[src/rtl/serial_add_ctrl.sv]
// Bit-serial adder with IDLE/RUN/DONE handshake: one full-adder bit per clock, LSB first.
// Define SERIAL_ADD_OVF_EN to add the registered signed-overflow output ovf.
module serial_add_ctrl #(
    parameter int WIDTH = 8
) (
    input  logic             clk,
    input  logic             rst,
    input  logic             start,
    input  logic [WIDTH-1:0] a,
    input  logic [WIDTH-1:0] b,
    input  logic             cin,
    output logic             ready,
    output logic             busy,
    output logic             done,
    output logic [WIDTH-1:0] sum,
    output logic             cout
`ifdef SERIAL_ADD_OVF_EN
    ,
    output logic             ovf
`endif
);

    localparam int CNT_W = $clog2(WIDTH);

    typedef enum logic [1:0] {
        ST_IDLE,
        ST_RUN,
        ST_DONE
    } state_e;

    state_e             state_q;
    logic [WIDTH-1:0]   a_sh_q;
    logic [WIDTH-1:0]   b_sh_q;
    logic [WIDTH-1:0]   res_q;
    logic [CNT_W-1:0]   cnt_q;
    logic               carry_q;

    logic               sum_bit_d;
    logic               carry_d;
    logic [WIDTH-1:0]   res_d;
    logic               last_bit;

    // One full-adder slice fed by the operand shift-register LSBs and the carry flop.
    always_comb begin
        sum_bit_d = a_sh_q[0] ^ b_sh_q[0] ^ carry_q;
        carry_d   = (a_sh_q[0] & b_sh_q[0]) | (carry_q & (a_sh_q[0] ^ b_sh_q[0]));
        res_d     = {sum_bit_d, res_q[WIDTH-1:1]};
        last_bit  = (cnt_q == CNT_W'(WIDTH - 1));
    end

    // NOTE: all state lives in this one clocked block and uses non-blocking
    // assignments, so every register sees the pre-edge value of every other.
    always_ff @(posedge clk) begin
        if (rst) begin
            // NOTE: the datapath shift registers are cleared along with the
            // control state so a reset leaves no stale operand bits behind.
            state_q <= ST_IDLE;
            ready   <= 1'b1;
            busy    <= 1'b0;
            done    <= 1'b0;
            a_sh_q  <= '0;
            b_sh_q  <= '0;
            res_q   <= '0;
            cnt_q   <= '0;
            carry_q <= 1'b0;
            sum     <= '0;
            cout    <= 1'b0;
`ifdef SERIAL_ADD_OVF_EN
            ovf     <= 1'b0;
`endif
        end else begin
            case (state_q)
                ST_IDLE: begin
                    if (start) begin
                        a_sh_q  <= a;
                        b_sh_q  <= b;
                        carry_q <= cin;
                        cnt_q   <= '0;
                        state_q <= ST_RUN;
                        ready   <= 1'b0;
                        busy    <= 1'b1;
                    end
                end

                ST_RUN: begin
                    a_sh_q  <= a_sh_q >> 1;
                    b_sh_q  <= b_sh_q >> 1;
                    res_q   <= res_d;
                    carry_q <= carry_d;
                    cnt_q   <= cnt_q + CNT_W'(1);
                    if (last_bit) begin
                        // Final slice: publish the completed word; carry_q is the carry into the MSB.
                        sum     <= res_d;
                        cout    <= carry_d;
`ifdef SERIAL_ADD_OVF_EN
                        ovf     <= carry_q ^ carry_d;
`endif
                        state_q <= ST_DONE;
                        busy    <= 1'b0;
                        done    <= 1'b1;
                    end
                end

                ST_DONE: begin
                    state_q <= ST_IDLE;
                    done    <= 1'b0;
                    ready   <= 1'b1;
                end

                default: begin
                    state_q <= ST_IDLE;
                    ready   <= 1'b1;
                    busy    <= 1'b0;
                    done    <= 1'b0;
                end
            endcase
        end
    end

endmodule

[config.mk]
export PLATFORM = sky130hd
export DESIGN_NAME = serial_add_ctrl
export DESIGN_NICKNAME = d
export VERILOG_FILES = /design/src/rtl/serial_add_ctrl.sv
export SDC_FILE = /design/constraint.sdc
export NUM_CORES = 1
export LEC_CHECK = 0
export ABC_AREA = 1
export CORE_MARGIN = 10
export CORE_UTILIZATION = 38
export DETAILED_ROUTE_END_ITERATION = 7
export DONT_BUFFER_PORTS = 1
export PLACE_DENSITY_LB_ADDON = 0.3
export SYNTH_ARGS = -nofsm -noshare
export SYNTH_HDL_FRONTEND = slang
export SYNTH_SLANG_ARGS = --single-unit
[constraint.sdc]
create_clock -name clk -period 2.9 [get_ports clk]
set_input_delay 0.58 -clock clk [delete_from_list [all_inputs] [get_ports clk]]
set_output_delay 0.58 -clock clk [all_outputs]
set_load 0.05 [all_outputs]
==> Word-level counts from Yosys, hierarchy flattened <==
Cells that the tools add are included.
{ "op_classes": {"addsub": 1, "eq_ne": 5, "mux": 18, "n_bitwise": 8, "reduce_logical": 8} }
{ "op_table": {"columns": ["op", "count"], "rows": [
  ["case mux 8 bit (2 select lines)", 2],
  ["2-to-1 mux 8 bit", 2],
  ["AND reduction 2 bit", 5],
  ["case mux 1 bit (2 select lines)", 3],
  ["case mux 3 bit (2 select lines)", 1],
  ["2-to-1 mux 1 bit", 5],
  ["2-to-1 mux 2 bit", 2],
  ["inequality test 2 bit, second input constant", 2],
  ["case mux 2 bit (2 select lines)", 1],
  ["adder 3 x 1 -> 3 bit, second input constant", 1],
  ["== test 3 bit, second input constant", 1],
  ["2-to-1 mux 3 bit", 1],
  ["inverter 1 bit", 3],
  ["case mux 1 bit (3 select lines)", 1],
  ["AND reduction 3 bit", 1],
  ["AND 1 bit", 2],
  ["== test 2 x 1 -> 1 bit, second input constant", 1],
  ["== test 2 bit, second input constant", 1],
  ["logical NOT 2 bit", 1],
  ["nonzero test 2 bit", 1],
  ["XOR 1 bit", 2],
  ["bitwise OR 1 bit", 1]
]} }
{ "totals": {"regBits": 42, "inputBits": 20, "out_inout_bits": 12, "elab_cells": 51} }

==> Depth between registers and ports, before layout <==
{ "depth": {"depth_word": 4, "ltp_mapped": 8, "ltp_nobuf": 6} }

==> Least setup slack after synthesis <==
No wires, ideal clock.
{ "synth_timing": {"path_kind": "input to register", "start": "in rst", "end": "reg a_sh_q[0]", "setup_time_ns": 0.064, "t_arrival_ns": 1.260, "slack_ns": 1.576, "path_stages": 5, "cell_sequence": "buf_2 inv_1 clkbuf_1 nand2_1 nor2_1"} }
{ "synth_rtl": {"columns": ["item", "line_no", "source"], "rows": [
  ["from (decl)", "7", "input logic rst,"],
  ["to (signal assigned)", "86", "a_sh_q <= a_sh_q >> 1;"],
  ["to (decl)", "32", "logic [WIDTH-1:0] a_sh_q;"]
]} }

==> Worst setup path after layout <==
{ "layout_timing": {"start": "reg state_q[1]", "end": "reg a_sh_q[0]"} }
{ "layout_between": {"elab_chain_len": 3} }
{ "layout_lines": {"columns": ["item", "line_no", "source"], "rows": [
  ["from (decl)", "31", "state_e state_q;"],
  ["from (signal assigned)", "57", "state_q <= ST_IDLE;"],
  ["from (signal assigned)", "79", "state_q <= ST_RUN;"],
  ["from (signal assigned)", "98", "state_q <= ST_DONE;"],
  ["== test 2 x 1 -> 1 bit / logical NOT 2 bit (equally long branches)", "72", "case (state_q)"],
  ["nonzero test 2 bit (no source line) / inequality test 2 bit (equally long branches)", null, null],
  ["AND reduction 2 bit (no source line)", null, null]
]} }
Parallel ways exist; a longest one is shown, timed or not.
A chain may end at the register's enable or synchronous reset.

==> impl_metrics.yaml <==
timing:
  worst_clock_skew_ns: 0.006743
  timing.hold.ws_ns: 0.3439
  maxSlewHeadroom: 0.5642
  layout_min_cycle_time_ns: 1.870
  hold_viol: 0
  worst_pin_slew_ns: 0.6514
  fmax_ghz: 0.5347
  fin_crit_sh: 0.6449
  grt_setup_unrepaired: "false"
  setup_viol: 0
  fin_setup_tns_ns: 0
  drv_slew: 0
clock_network:
  cts_hold_buf: 0
  cts_tree: "done"
  clockBufferDepth: 2
  cts_sinks: 41
  numCtsBuffers: 5
  cts_max_level: 2
  cts-resized-gates: 0
  ctsRootBufferMaster: "clkbuf_8"
  clk_pin_slew_ns: 0.09
  cts_setup_buffers: 0
  clock_latency_ns: 0.29
global_route:
  grt_pass1_vias: 1351
  grt-ovfl-total: 0
  grt_max_degree: 40
  grtUsageTotal: 0.09797
  antenna_found_initial: 0
  grt_pass1_wl_mm: 6.168
detailed_routing:
  ant_nets: 0
  dr.pass1.iters: 4
  vias: 1468
  finalWirelength_mm: 3.640
  viasPerCell: 4.489
  wl_per_cell_um: 11.13
  drc_errors: 0
  drt_iter0_drc: 74
yosys:
  synth_most_common_cell: "nand2_1"
  ys.flop_type: "dfxtp_1"
  yosysSeqAreaShare: 0.4546
  ys_seq_elements: 41
  synth_area_leaders: "dfxtp_1 45%, nand2_1 19%, nor2_1 15%, inv_1 5.6%, o21ai_0 3.0%"
  netlist_instances: 275
  synth_nets: 298
  synthArstFlopShare: 0
  syn_avg_cell_area_um2: 6.565
  synth_top_area_cell: "dfxtp_1"
  synth_top_cell_area_share: 0.4546
  synth-edff-count: 0
  ys_types: 16
  synth_warnings: 0
  synth_area_um2: 1805
  synth_common_cells: "90 x nand2_1, 73 x nor2_1, 41 x dfxtp_1, 27 x inv_1, 11 x o21ai_0"
die:
  die_x_um: 88.93
  initial_core_util: 0.3874
  fp-row-count: 25
  coreArea_um2: 4661
  chipHeight_um: 88.93
  ios: 32
  design.die.area_um2: 7909
hold_path:
  worstHoldPathType: "primary input to register"
  hold_depth: 1
  min_to: "cnt_q[1]"
  hold_start: "rst"
power:
  p_seq_frac: 0.475
  vdd_drop_max_uv: 258.4
  powerDensity_nw_per_um2: 671.4
  pwr-share-comb: 0.102
  clkPwrFrac: 0.423
  p_switching_uw: 319.3
  swShare: 0.2437
  p_leak_uw: 0.0009661
  power.internal_uw: 991.2
final_layout:
  diodes: 0
  final_cell_area_um2: 1952
  nNetsFinal: 295
  drive_gt1_frac: 0.05128
  fillers: 495
  final_cells: 327
  synthToLayoutAreaGrowth_pct: 8.108
placed_design:
  dp_hpwl_mm: 2.411
  placed_cells: 319
  io_buffers: 0
  post_dp_cell_area_um2: 1814
  gp_congestion: 0.7386
setup_path:
  critPathMaxFanout: 39
  end_kind: "register"
  r2r-end: "a_sh_q[0]"
  critPathLaunchType: "register"
  worstPathRequired_ns: 3.13
  crit_type: "register to register"
  arrival_ns: 2.10
  rr_startpoint: "state_q[1]"
  rr_worst_depth: 6
  r2r_slack_ns: 1.03
outcome:
  outcome: "finished, final reports clean"
run:
  maxCapViolations: 0
==> logic make-up (layout without fill, tap and decap cells) <==
group | Yosys count | after routing | share of synthesized area
AND/OR/NAND/NOR | 173 | 173 | 0.3694
flip-flops | 41 | 41 | 0.4546
buffers and inverters | 40 | 38 | 0.1012
AO/OA/AOI/OAI | 18 | 18 | 0.04989
adder cells (fa/ha/maj) | 3 | 3 | 0.02495
==> worst max-delay path, stage by stage, from the launching register on <==
cell and delay (ns):
dfxtp_1 0.39, inv_1 0.10, nand2_2 0.49, nand2_1 0.52, nand2_1 0.16, nor2_1 0.05, nor2_1 0.08
==> final cells by class <==
type | instances | area (µm²) | area share
well taps | 54 | 67.56 | 0.03462
multi-input cells | 194 | 802.0 | 0.4109
repair buffers | 3 | 22.52 | 0.01154
clock inverters | 3 | 68.82 | 0.03526
flip-flops and latches | 41 | 820.8 | 0.4205
inverters | 27 | 101.3 | 0.05192
clock buffers | 5 | 68.82 | 0.03526
==> worst max path at each step <==
stage | start | to | slack (ns) | depth (start not counted)
after floorplan | rst | a_sh_q[0] | 1.58 | 5
after global placement | state_q[1] | a_sh_q[1] | 1.13 | 6
after detailed placement | state_q[1] | a_sh_q[0] | 1.03 | 6
after CTS | state_q[1] | a_sh_q[0] | 1.01 | 6
after global routing | state_q[1] | a_sh_q[0] | 0.75 | 6
final | state_q[1] | a_sh_q[0] | 1.03 | 6
==> power by group through the flow <==
stage / clock network [µW] / registers (µW) / logic [µW]
after floorplan: 0 / 632 / 121
after global placement: 0 / 636 / 132
after detailed placement: 0 / 637 / 134
after CTS: 568 / 624 / 135
after global routing: 595 / 627 / 161
final: 554 / 623 / 133
==> state kept, by name (all words and copies together), names as in the netlist <==
register  flops
res_q         7
done          1
state_q       2
carry_q       1
cout          1
busy          1
ready         1
cnt_q         3
sum           8
b_sh_q        8
a_sh_q        8
==> per-layer routing <==
layer | up-vias | share of wire | GRT usage
met5 | - | 0 | 0
met1 | 616 | 0.50 | 0.1219
met3 | 5 | 0.071 | 0.04102
met4 | 0 | 0.010 | 0.03902
met2 | 35 | 0.42 | 0.1463
li1 | 812 | - | -
==> cells in the final DEF (no fill, tap or decap) <==
cell and count:
dfxtp_1 41, o21ai_1 1, clkbuf_8 5, inv_1 27, ha_1 2, nand3_1 6, inv_6 1, nor2_2 1
o21ai_0 10, nand2_1 90, nor2_1 73, bufinv_16 2, buf_4 3, or2_1 1, a21oi_1 7, fa_1 1
nand2_2 2
==> through the flow <==
step	utilization	setup WS [ns]	total power [µW]
floorplan	-	1.576	752.9
global placement	0.3893	1.129	767.3
detailed placement	0.3893	1.029	770.7
CTS	0.4188	1.009	1327
global route	0.4188	0.7472	1384
finish	0.4188	1.030	1311
(Power assumes the default switching activity.)
